$ cat src/rtl/sign_compressor_if.sv
// Handshake bundle for sign_compressor: upstream word in, narrowed word out,
// plus the overflow counter clear and count.
interface sign_compressor_if #(
  parameter int IN_W  = 8,
  parameter int OUT_W = 4,
  parameter int CNT_W = 8
);
  // Both sides use valid/ready: a transfer happens on a rising clk edge where
  // valid && ready are both high; valid and its data hold until that edge.
  logic             i_valid;
  logic             o_ready;
  logic [IN_W-1:0]  i_A;
  logic             o_valid;
  logic             i_ready;
  logic [OUT_W-1:0] o_Z;
  logic             o_ovf;
  logic             i_clr;
  logic [CNT_W-1:0] o_ovf_cnt;

  modport slave (
    input  i_valid, i_A, i_ready, i_clr,
    output o_ready, o_valid, o_Z, o_ovf, o_ovf_cnt
  );

  modport master (
    output i_valid, i_A, i_ready, i_clr,
    input  o_ready, o_valid, o_Z, o_ovf, o_ovf_cnt
  );
endinterface

$ cat src/rtl/sign_compressor.sv
// Registered signed narrowing stage (IN_W -> OUT_W) with a 2-entry skid buffer
// and a saturating overflow counter. Define SIGN_COMPRESSOR_WRAP_EN to truncate.
module sign_compressor #(
  parameter int IN_W  = 8,
  parameter int OUT_W = 4,
  parameter int CNT_W = 8
) (
  input  logic              clk,
  input  logic              rst_n,
  sign_compressor_if.slave  bus,
  output logic [1:0]        dbg_state
);

  typedef enum logic [1:0] {
    EMPTY = 2'd0,
    ONE   = 2'd1,
    TWO   = 2'd2
  } state_t;

  state_t            state;
  state_t            state_nxt;
  logic [OUT_W-1:0]  out_z;
  logic              out_ovf;
  logic [OUT_W-1:0]  skid_z;
  logic              skid_ovf;
  logic [CNT_W-1:0]  cnt;

  logic              accept;
  logic              consume;
  logic              fit;
  logic [OUT_W-1:0]  new_z;
  logic [IN_W-OUT_W:0] top_bits;
  logic              load_new_out;
  logic              load_skid_out;
  logic              load_skid;

  // o_ready decodes only the state register, so i_ready never reaches it.
  assign bus.o_ready   = (state != TWO);
  assign bus.o_valid   = (state != EMPTY);
  assign bus.o_Z       = out_z;
  assign bus.o_ovf     = out_ovf;
  assign bus.o_ovf_cnt = cnt;
  assign dbg_state     = state;

  assign accept  = bus.i_valid && bus.o_ready;
  assign consume = bus.o_valid && bus.i_ready;

  // The word fits when every bit from the sign down to bit OUT_W-1 agrees.
  assign top_bits = bus.i_A[IN_W-1:OUT_W-1];
  assign fit      = (&top_bits) || !(|top_bits);

  always_comb begin
    new_z = bus.i_A[OUT_W-1:0];
`ifdef SIGN_COMPRESSOR_WRAP_EN
    new_z = bus.i_A[OUT_W-1:0];
`else
    if (!fit) begin
      new_z = bus.i_A[IN_W-1] ? {1'b1, {(OUT_W-1){1'b0}}}
                              : {1'b0, {(OUT_W-1){1'b1}}};
    end
`endif
  end

  always_comb begin
    state_nxt     = state;
    load_new_out  = 1'b0;
    load_skid_out = 1'b0;
    load_skid     = 1'b0;
    case (state)
      EMPTY: begin
        if (accept) begin
          load_new_out = 1'b1;
          state_nxt    = ONE;
        end
      end
      ONE: begin
        if (accept && consume) begin
          load_new_out = 1'b1;
        end else if (accept) begin
          load_skid = 1'b1;
          state_nxt = TWO;
        end else if (consume) begin
          state_nxt = EMPTY;
        end
      end
      TWO: begin
        if (consume) begin
          load_skid_out = 1'b1;
          state_nxt     = ONE;
        end
      end
      default: state_nxt = EMPTY;
    endcase
  end

  always_ff @(posedge clk or negedge rst_n) begin
    if (!rst_n) begin
      state    <= EMPTY;
      out_z    <= '0;
      out_ovf  <= 1'b0;
      skid_z   <= '0;
      skid_ovf <= 1'b0;
    end else begin
      state <= state_nxt;
      if (load_new_out) begin
        out_z   <= new_z;
        out_ovf <= !fit;
      end else if (load_skid_out) begin
        out_z   <= skid_z;
        out_ovf <= skid_ovf;
      end
      if (load_skid) begin
        skid_z   <= new_z;
        skid_ovf <= !fit;
      end
    end
  end

  // Clear has priority over a same-cycle overflow; the count sticks at all-ones.
  always_ff @(posedge clk or negedge rst_n) begin
    if (!rst_n) begin
      cnt <= '0;
    end else if (bus.i_clr) begin
      cnt <= '0;
    end else if (accept && !fit && (cnt != {CNT_W{1'b1}})) begin
      cnt <= cnt + 1'b1;
    end
  end

endmodule

$ cat src/flat_wrapper.sv
// flat-port wrapper written by rule: the top's interface ports become plain ports
module sign_compressor_flat 
#(
  parameter int IN_W  = 8,
  parameter int OUT_W = 4,
  parameter int CNT_W = 8
)
  (clk, rst_n, dbg_state, bus_i_valid, bus_i_A, bus_i_ready, bus_i_clr, bus_o_ready, bus_o_valid, bus_o_Z, bus_o_ovf, bus_o_ovf_cnt);
  sign_compressor_if #(.IN_W(IN_W), .OUT_W(OUT_W), .CNT_W(CNT_W)) bus_i ();
  input  logic clk;
  input  logic rst_n;
  output logic [1:0] dbg_state;
  input wire logic [$bits(bus_i.i_valid)-1:0] bus_i_valid;
  input wire logic [$bits(bus_i.i_A)-1:0] bus_i_A;
  input wire logic [$bits(bus_i.i_ready)-1:0] bus_i_ready;
  input wire logic [$bits(bus_i.i_clr)-1:0] bus_i_clr;
  output wire logic [$bits(bus_i.o_ready)-1:0] bus_o_ready;
  output wire logic [$bits(bus_i.o_valid)-1:0] bus_o_valid;
  output wire logic [$bits(bus_i.o_Z)-1:0] bus_o_Z;
  output wire logic [$bits(bus_i.o_ovf)-1:0] bus_o_ovf;
  output wire logic [$bits(bus_i.o_ovf_cnt)-1:0] bus_o_ovf_cnt;
  assign bus_i.i_valid = bus_i_valid;
  assign bus_i.i_A = bus_i_A;
  assign bus_i.i_ready = bus_i_ready;
  assign bus_i.i_clr = bus_i_clr;
  assign bus_o_ready = bus_i.o_ready;
  assign bus_o_valid = bus_i.o_valid;
  assign bus_o_Z = bus_i.o_Z;
  assign bus_o_ovf = bus_i.o_ovf;
  assign bus_o_ovf_cnt = bus_i.o_ovf_cnt;
  sign_compressor #(.IN_W(IN_W), .OUT_W(OUT_W), .CNT_W(CNT_W)) u_core (.clk(clk), .rst_n(rst_n), .bus(bus_i), .dbg_state(dbg_state));
endmodule
$ cat config.mk
export PLATFORM = sky130hd
export DESIGN_NAME = sign_compressor_flat
export DESIGN_NICKNAME = d
export VERILOG_FILES = /design/src/rtl/sign_compressor_if.sv /design/src/rtl/sign_compressor.sv /design/src/flat_wrapper.sv
export SDC_FILE = /design/constraint.sdc
export NUM_CORES = 1
export LEC_CHECK = 0
export ABC_AREA = 1
export CORE_ASPECT_RATIO = 1.2
export CORE_MARGIN = 4
export CORE_UTILIZATION = 37
export CTS_BUF_LIST = sky130_fd_sc_hd__clkbuf_8
export CTS_CLUSTER_DIAMETER = 120
export DETAILED_ROUTE_END_ITERATION = 6
export PLACE_DENSITY = 0.6
export SETUP_SLACK_MARGIN = 0.1
export SLEW_MARGIN = 20
export SYNTH_ARGS = -nofsm -noshare
export SYNTH_HDL_FRONTEND = slang
export SYNTH_SLANG_ARGS = --single-unit
$ cat constraint.sdc
create_clock -name clk -period 1.37 [get_ports clk]
set_input_delay 0.137 -clock clk [delete_from_list [all_inputs] [get_ports clk]]
set_output_delay 0.137 -clock clk [all_outputs]
set_load 0.02 [all_outputs]
* Yosys cells after proc, flatten, opt, wreduce, memory -nomap -nowiden
Index checks and enable logic that the tools add are counted.
Operators by class: equal/unequal tests 8, add/subtract/negate cells 1, reductions and logical operators 15, mux-type cells 21
Operator list (count):
- 2-to-1 mux 4 bit | 4
- 2-to-1 mux 8 bit | 2
- 2-to-1 mux 2 bit | 5
- adder 8 x 1 -> 8 bit, second input constant | 1
- 2-to-1 mux 1 bit | 8
- inequality test 8 bit, second input constant | 1
- one-hot mux 2 bit (3 select lines) | 1
- nonzero test 2 bit | 3
- logical AND 1 bit | 5
- AND reduction 5 bit | 1
- OR reduction 5 bit | 1
- inequality test 2 x 1 -> 1 bit, second input constant | 2
- inequality test 2 bit, second input constant | 2
- AND reduction 4 bit | 1
- inequality test 3 x 1 -> 1 bit, second input constant | 1
- equality test 2 x 1 -> 1 bit, second input constant | 1
- equality test 2 bit, second input constant | 1
- zero test 1 bit | 2
- zero test 2 bit | 1
- one-hot mux 1 bit (2 select lines) | 1
- logical OR 1 bit | 1
Word-level totals: output and inout port bits 17, logic and storage cells 51, register bits after elaboration 20

* Logic depth before layout (Yosys ltp)
Gate-level depths: netlist (run 1).
word-level depth 8, mapped depth 9

* Worst setup path before layout (run 1)
OpenSTA, ideal clock, no wires.
kind register to register, from register u_core.cnt[0], in the netlist u_core.bus.o_ovf_cnt[0], to register u_core.cnt[0], in the netlist u_core.bus.o_ovf_cnt[0], library setup time 0.118 ns, arrival time 1.314 ns, cell stages (with the launch flop) 9, path slack -0.062 ns, path buffers 0, cells stage by stage dfrtp_1 -> ha_1 -> nand2_1 -> nor2_1 -> nand2_1 -> nand3_2 -> nand2_4 -> nand2_1 -> nand2_1
Between the ends: cells in the longest elaborated chain, start to end 3, elaborated cells between the ends (all ways) 6, those cells by class add/sub (1); eq/ne (1); mux (2); reduce/logical (2)
RTL lines:
- start: declaration | line sign_compressor.sv:26 | logic [CNT_W-1:0] cnt;
- start signal: assignment | line sign_compressor.sv:126 | cnt <= cnt + 1'b1;
- adder 8 x 1 -> 8 bit or inequality test 8 bit (tied branches) | line sign_compressor.sv:126, sign_compressor.sv:125
- 2-to-1 mux 8 bit or logical AND 1 bit (tied branches) | line sign_compressor.sv:125 | end else if (accept && !fit && (cnt != {CNT_W{1'b1}})) begin
- 2-to-1 mux 8 bit or nonzero test 2 bit (tied branches)
Several ways; a longest one is shown, not always the timed one. The select of a mux whose other input is x is not followed. A chain may end at the register's enable or synchronous reset.

* Final worst setup path (run 1)
from register u_core.state[0], in the netlist u_core.dbg_state[0], to register u_core.out_z[3], in the netlist u_core.bus.o_Z[3]
Between the ends: cells in the longest elaborated chain, start to end 6, elaborated cells between the ends (all ways) 15, those cells by class eq/ne (3); mux (6); reduce/logical (6)
RTL lines:
- start: declaration | line sign_compressor.sv:20 | state_t state;
- start signal: assignment | line sign_compressor.sv:104 | state <= state_nxt;
- inequality test 2 bit or nonzero test 2 bit (tied branches) | line sign_compressor.sv:38, sign_compressor.sv:39
- logical AND 1 bit (on tied branches) | line sign_compressor.sv:45, sign_compressor.sv:46
- logical AND 1 bit | line sign_compressor.sv:77 | if (accept && consume) begin
- 2-to-1 mux 1 bit | line sign_compressor.sv:77
- one-hot mux 1 bit (2 select lines) | line sign_compressor.sv:69 | case (state)
- 2-to-1 mux 4 bit or nonzero test 2 bit (tied branches)
- end signal: assignment | line sign_compressor.sv:106 | out_z <= new_z;
- end signal: assignment | line sign_compressor.sv:109 | out_z <= skid_z;
- end: declaration | line sign_compressor.sv:22 | logic [OUT_W-1:0] out_z;
Several ways; a longest one is shown, not always the timed one.

==> results.yml, run 1 <==
run:
  max_cap_violations: 0
final_layout:
  final_nets: 221
  layout_commonest_cell: "nand2_1"
  drive_gt1_frac: 0.282
  most-common-layout-cells: "nand2_1 (48), nand3_1 (19), nor2_1 (16)"
  syn2layout_area_growth_pct: 49.5
  diodes: 0
die:
  die_w_um: 59.2
  fp-row-count: 22
  die-area_um2: 4110
  start_util: 0.381
  ios: 30
  die_h_um: 69.5
  coreArea_um2: 3060
timing:
  setup_viol: 0
  worst_pin_slew_ps: 319
  slew_headroom: 0.787
  finalHoldViolCount: 0
  fmax_mhz: 787
  final_max_slew_viol_count: 0
  fin_ws_ps: 99.4
  layout_worst_path_cycle_share: 0.927
  rsz0062_at_grt: "yes"
  fin_crit_ps: 1270
  fin_skew_ps: 2.92
  hold_ws_ps: 216
synthesis:
  yosysWarnings: 0
  syn_inst: 158
  synth_cell_type_count: 23
  async_flop_share: 1.00
  synth_fp_nets: 172
  synth.cell_area_um2: 1160
  yosysSeqAreaShare: 0.430
  yosys_most_used_dff: "dfrtp_1"
  ys_ff_latch: 20
  synth_area_per_cell_um2: 7.37
  synth_edf_count: 0
detailed_routing:
  via_per_inst: 4.96
  num_vias: 1201
  drtIter0Drc: 43
  wire_per_inst_um: 12.1
  drc: 0
  drtAntennaViolNets: 0
  drt-total-wl_mm: 2.94
  dr.pass1.iters: 4
grt:
  grt_overflow: 0
  grt_pass1_wl_mm: 4.80
  antenna_found_initial: 0
  grt_pass1_vias: 1161
  grt_max_degree: 21
  grt_usage: 0.144
worst_setup_path:
  worst_ep_arrival_time_ps: 1420
  end_kind: "flop"
  required_ps: 1510
  crit_fanout: 5
  start_kind: "flop"
  path_class: "reg2reg"
min_path:
  hold_path_class: "in2async"
cts:
  cts_buffer_depth: 2
  cts_root_buf: "clkbuf_8"
  cts_tree: "yes"
  hold_buffers: 0
  cts_buffers: 3
  cts_max_level: 1
  clock-sinks: 20
  clk_pin_slew_worst_paths_ps: 70
  worstSkewPairLatency_ps: 250
power_and_ir_drop:
  p_leak_nw: 0.861
  max-vdd-ir-drop_v: 0.000619
  powerDensity_nw_per_um2: 1060
  p_total_mw: 1.85
place:
  gp_congestion: 0.851
  numPortBuffers: 29
  dp_slack_ps: -100
  dpl.hpwl_mm: 2.26
status:
  status: "finished clean"
-- kinds of logic after synthesis --
kind of cell | Yosys count | share of synthesized area
flops | 20 | 0.430
simple gates | 107 | 0.430
fa+ha+maj | 1 | 0.0107
buf+inv | 20 | 0.0720
compound gates | 10 | 0.0580
-- cells in the mapped netlist (all sizes together), types with 2 or more instances --
cell type  number  area share
a21oi           2      0.0086
a31oi           4       0.021
buf             2       0.014
dfrtp          20        0.43
inv            17       0.055
nand2          53        0.18
nand3          24        0.11
nor2           24       0.090
nor3            2       0.028
nor3b           3       0.019
o21ai           2       0.015
-- timing repair --
item	CTS	global route
endpoints found under the setup margin	26	23
gates resized for setup	24	17
setup buffers	0	2
hold endpoints to repair	0	0
pin swaps	2	2
cloned	1	0
-- critical path: stages, from the launching register on --
cell and delay [ps]:
dfrtp_2 430, inv_2 90, nor2_4 40, nor3_4 270, inv_2 130, nor2_2 130
o21ai_2 70
-- area by class of cell --
class	count	area, µm²
multi-input cells	119	668
clock buffers	4	55.1
inverters	18	67.6
well taps	36	45.0
flip-flops and latches	20	507
fillers	302	1310
repair buffers	45	399
-- per-stage QoR --
stage | TNS, ps | util | instances | area (µm²)
after floorplan | 0 | - | 158 | 1190
after global placement | -656 | 0.538 | 235 | 1640
after detailed placement | -1030 | 0.538 | 235 | 1640
after CTS | 0 | 0.558 | 240 | 1700
after global routing | 0 | 0.570 | 242 | 1740
final | 0 | 0.570 | 242 | 1740
-- per-layer routing --
| layer | up-vias | global-route usage | part of all wire |
|---|---|---|---|
| met3 | 4 | 0.0242 | 0.057 |
| met1 | 566 | 0.162 | 0.39 |
| met5 | - | 0 | 0 |
| li1 | 604 | - | - |
| met2 | 27 | 0.266 | 0.54 |
| met4 | 0 | 0.0403 | 0.012 |
-- sequential cells by signal (all words and copies together) (netlist names) --
signal,cells
u_core.bus.o_ovf_cnt,8
u_core.bus.o_Z,4
u_core.bus.o_ovf,1
u_core.skid_z,4
u_core.skid_ovf,1
u_core.dbg_state,2
-- report_power, final --
part	total [mW]	internal, mW	leakage (nW)	switching [mW]
Sequential	0.791	0.708	0.241	0.0828
Combinational	0.617	0.265	0.592	0.351
Clock	0.438	0.255	0.0288	0.182
Total	1.85	1.23	0.861	0.617
-- worst paths after layout --
path,start,endpoint,slack (ps),depth (start not counted)
setup / recovery,u_core.dbg_state[0],u_core.bus.o_Z[3],100,6
setup reg to reg,u_core.dbg_state[0],u_core.bus.o_Z[3],100,6
min in group clk,bus_i_valid,u_core.dbg_state[0],470,2
max in group asynchronous,rst_n,u_core.bus.o_ovf_cnt[0],930,2
hold / removal,rst_n,u_core.bus.o_Z[0],220,2
hold reg to reg,u_core.bus.o_Z[3],u_core.bus.o_Z[3],480,2
Note: power is estimated with default switching activity, not from simulation.
==> inputs of run 2 (changes only) <==
--- a/config.mk
+++ b/config.mk
@@ -10,7 +10,7 @@
 export CORE_MARGIN = 4
 export CORE_UTILIZATION = 37
 export CTS_BUF_LIST = sky130_fd_sc_hd__clkbuf_8
-export CTS_CLUSTER_DIAMETER = 120
+export CTS_CLUSTER_DIAMETER = 150
 export DETAILED_ROUTE_END_ITERATION = 6
 export PLACE_DENSITY = 0.6
 export SETUP_SLACK_MARGIN = 0.1
==> results of run 2 <==
No change in the layout: final DEF, timing and power equal those of run 1.
==> inputs of run 3 (changes only) <==
--- a/config.mk
+++ b/config.mk
@@ -9,7 +9,6 @@
 export CORE_ASPECT_RATIO = 1.2
 export CORE_MARGIN = 4
 export CORE_UTILIZATION = 37
-export CTS_BUF_LIST = sky130_fd_sc_hd__clkbuf_8
 export CTS_CLUSTER_DIAMETER = 150
 export DETAILED_ROUTE_END_ITERATION = 6
 export PLACE_DENSITY = 0.6
==> run 3 against run 2 <==
Effect of this change: sequential power about the same; combinational power grew 2%; final cell count rose by 0.41%; die area did not move; via count rose by 1.4%; sequential share of layout area barely moved; setup slack lost 29 ps; clock power is 24% lower; core utilization grew 0.33 points; first-iteration DRC count increased by 33%.
==> results.yml, run 3 (same netlist as run 1, synthesis figures left out) <==
timing:
  finalHoldViolCount: 0
  fin_crit_ps: 1300
  rsz0062_at_grt: "yes"
  tns_ps: 0
  fin_skew_ps: 4.98
  final_max_slew_viol_count: 0
  fmax_mhz: 769
  worst_pin_slew_ps: 263
  slew_headroom: 0.824
  setup_viol: 0
  layout_worst_path_cycle_share: 0.949
grt:
  grt_overflow: 0
  antenna_found_initial: 0
  grt_pass1_vias: 1182
  grt_usage: 0.146
  grt_pass1_wl_mm: 4.84
  grt_max_degree: 21
power_and_ir_drop:
  pwr-share-clk: 0.191
  seqPwrFrac: 0.451
  p_sw_uw: 616
  intPower_mw: 1.14
  powerDensity_nw_per_um2: 1000
  p_leak_nw: 0.866
  p_total_mw: 1.76
  sw_frac_of_total: 0.351
  comb_power_share: 0.358
  max-vdd-ir-drop_v: 0.000587
final_layout:
  largest_register_ffs: 8
  final_util: 0.573
  most-common-layout-cells: "nand2_1 (47), nand3_1 (19), buf_4 (16)"
  fin_area_um2: 1750
  fillCellCount: 295
  drive_gt1_frac: 0.304
  multiInputGateArea_um2: 683
  final_nets: 222
  syn2layout_area_growth_pct: 50.4
  regArea_um2: 509
  layout_commonest_cell: "nand2_1"
  diodes: 0
place:
  gp_congestion: 0.851
  numPortBuffers: 29
  dpl-instance-area_um2: 1640
  dpl.hpwl_mm: 2.26
worst_setup_path:
  path_class: "reg2reg"
  reg2reg_depth: 6
  end_kind: "flop"
  critPathSlowestCell: "dfrtp_2"
  start_kind: "flop"
  crit_top_cell: "inv_2"
  path_cells: "inv_2 -> nor2_4 -> nor3_4 -> inv_2 -> nor2_2 -> o21ai_2"
  rr_endpoint: "u_core.bus.o_Z[3]"
  r2r_start: "u_core.dbg_state[0]"
  required_ps: 1560
  r2r_slack_ps: 70
  crit_fanout: 5
  worst_ep_arrival_time_ps: 1490
  slowest_delay_ps: 450
die:
  coreArea_um2: 3060
  ios: 30
  die_w_um: 59.2
  start_util: 0.381
  fp-row-count: 22
  die-area_um2: 4110
  die_h_um: 69.5
cts:
  cts_buffer_depth: 2
  worstSkewPairLatency_ps: 290
  clock-sinks: 20
  clk_pin_slew_worst_paths_ps: 110
  cts_max_level: 1
  cts_tree: "yes"
  cts_root_buf: "clkbuf_4"
  cts_buffers: 3
  hold_buffers: 0
detailed_routing:
  drtIter0Drc: 57
  drtAntennaViolNets: 0
  wire_per_inst_um: 12.3
  via_per_inst: 5.01
  drt-total-wl_mm: 3.00
  dr.pass1.iters: 4
  drc: 0
  num_vias: 1218
min_path:
  hold_path_class: "in2async"
status:
  status: "finished clean"
run:
  max_cap_violations: 0
[run 3: final cells by class]
class                      count  share of cell area
multi-input combinational    119               0.390
inverter                      18              0.0386
tap                           36              0.0257
clock buffer                   4              0.0207
sequential                    20               0.291
timing repair buffer          46               0.234
[run 3: worst max path at each step]
stage	from	end	slack [ps]	cells after the start
3_3_place_gp	bus_i_A[5]	u_core.bus.o_ovf_cnt[0]	-60	8
6_report	u_core.dbg_state[0]	u_core.bus.o_Z[3]	70	6
5_1_grt	u_core.dbg_state[0]	u_core.bus.o_Z[3]	20	6
2_1_floorplan	u_core.bus.o_ovf_cnt[0]	u_core.bus.o_ovf_cnt[0]	90	8
4_1_cts	u_core.dbg_state[1]	u_core.bus.o_ovf_cnt[3]	100	7
3_5_place_dp	bus_i_valid	u_core.bus.o_Z[3]	-100	6
[run 3: routing by layer]
| metal | wire length [µm] | GRT usage |
|---|---|---|
| met4 | 46 | 0.0529 |
| met1 | 1180 | 0.165 |
| met3 | 164 | 0.0242 |
| met2 | 1600 | 0.265 |
| met5 | 0 | 0 |
[run 3: what timing repair did]
item	in CTS	in global routing
gates resized for setup	36	17
pin swaps	2	6
gates cloned	1	0
setup endpoints to repair	27	22
hold endpoints to repair	0	0
setup buffers	0	3
[run 3: worst max-delay path, delay by kind of cell, from the launching register on]
family / cells / cell delay (ps)
flip-flops: 1 / 450
AND/OR/NAND/NOR: 3 / 450
buffers and inverters: 2 / 230
AO/OA/AOI/OAI: 1 / 60
[run 3: power groups by stage]
stage / logic [mW] / clock network, mW / registers, mW
floorplan: 0.251 / 0 / 0.872
global placement: 0.636 / 0 / 0.789
detailed placement: 0.642 / 0 / 0.795
CTS: 0.602 / 0.345 / 0.783
global route: 0.687 / 0.375 / 0.811
finish: 0.630 / 0.335 / 0.793
[run 3: stage by stage]
stage / setup WS, ps / instances / hold slack, ps
floorplan: 89.4 / 158 / -159
global placement: -61.3 / 235 / 468
detailed placement: -100 / 235 / 477
CTS: 96.4 / 240 / 172
global route: 19.9 / 243 / 189
finish: 70.3 / 243 / 162
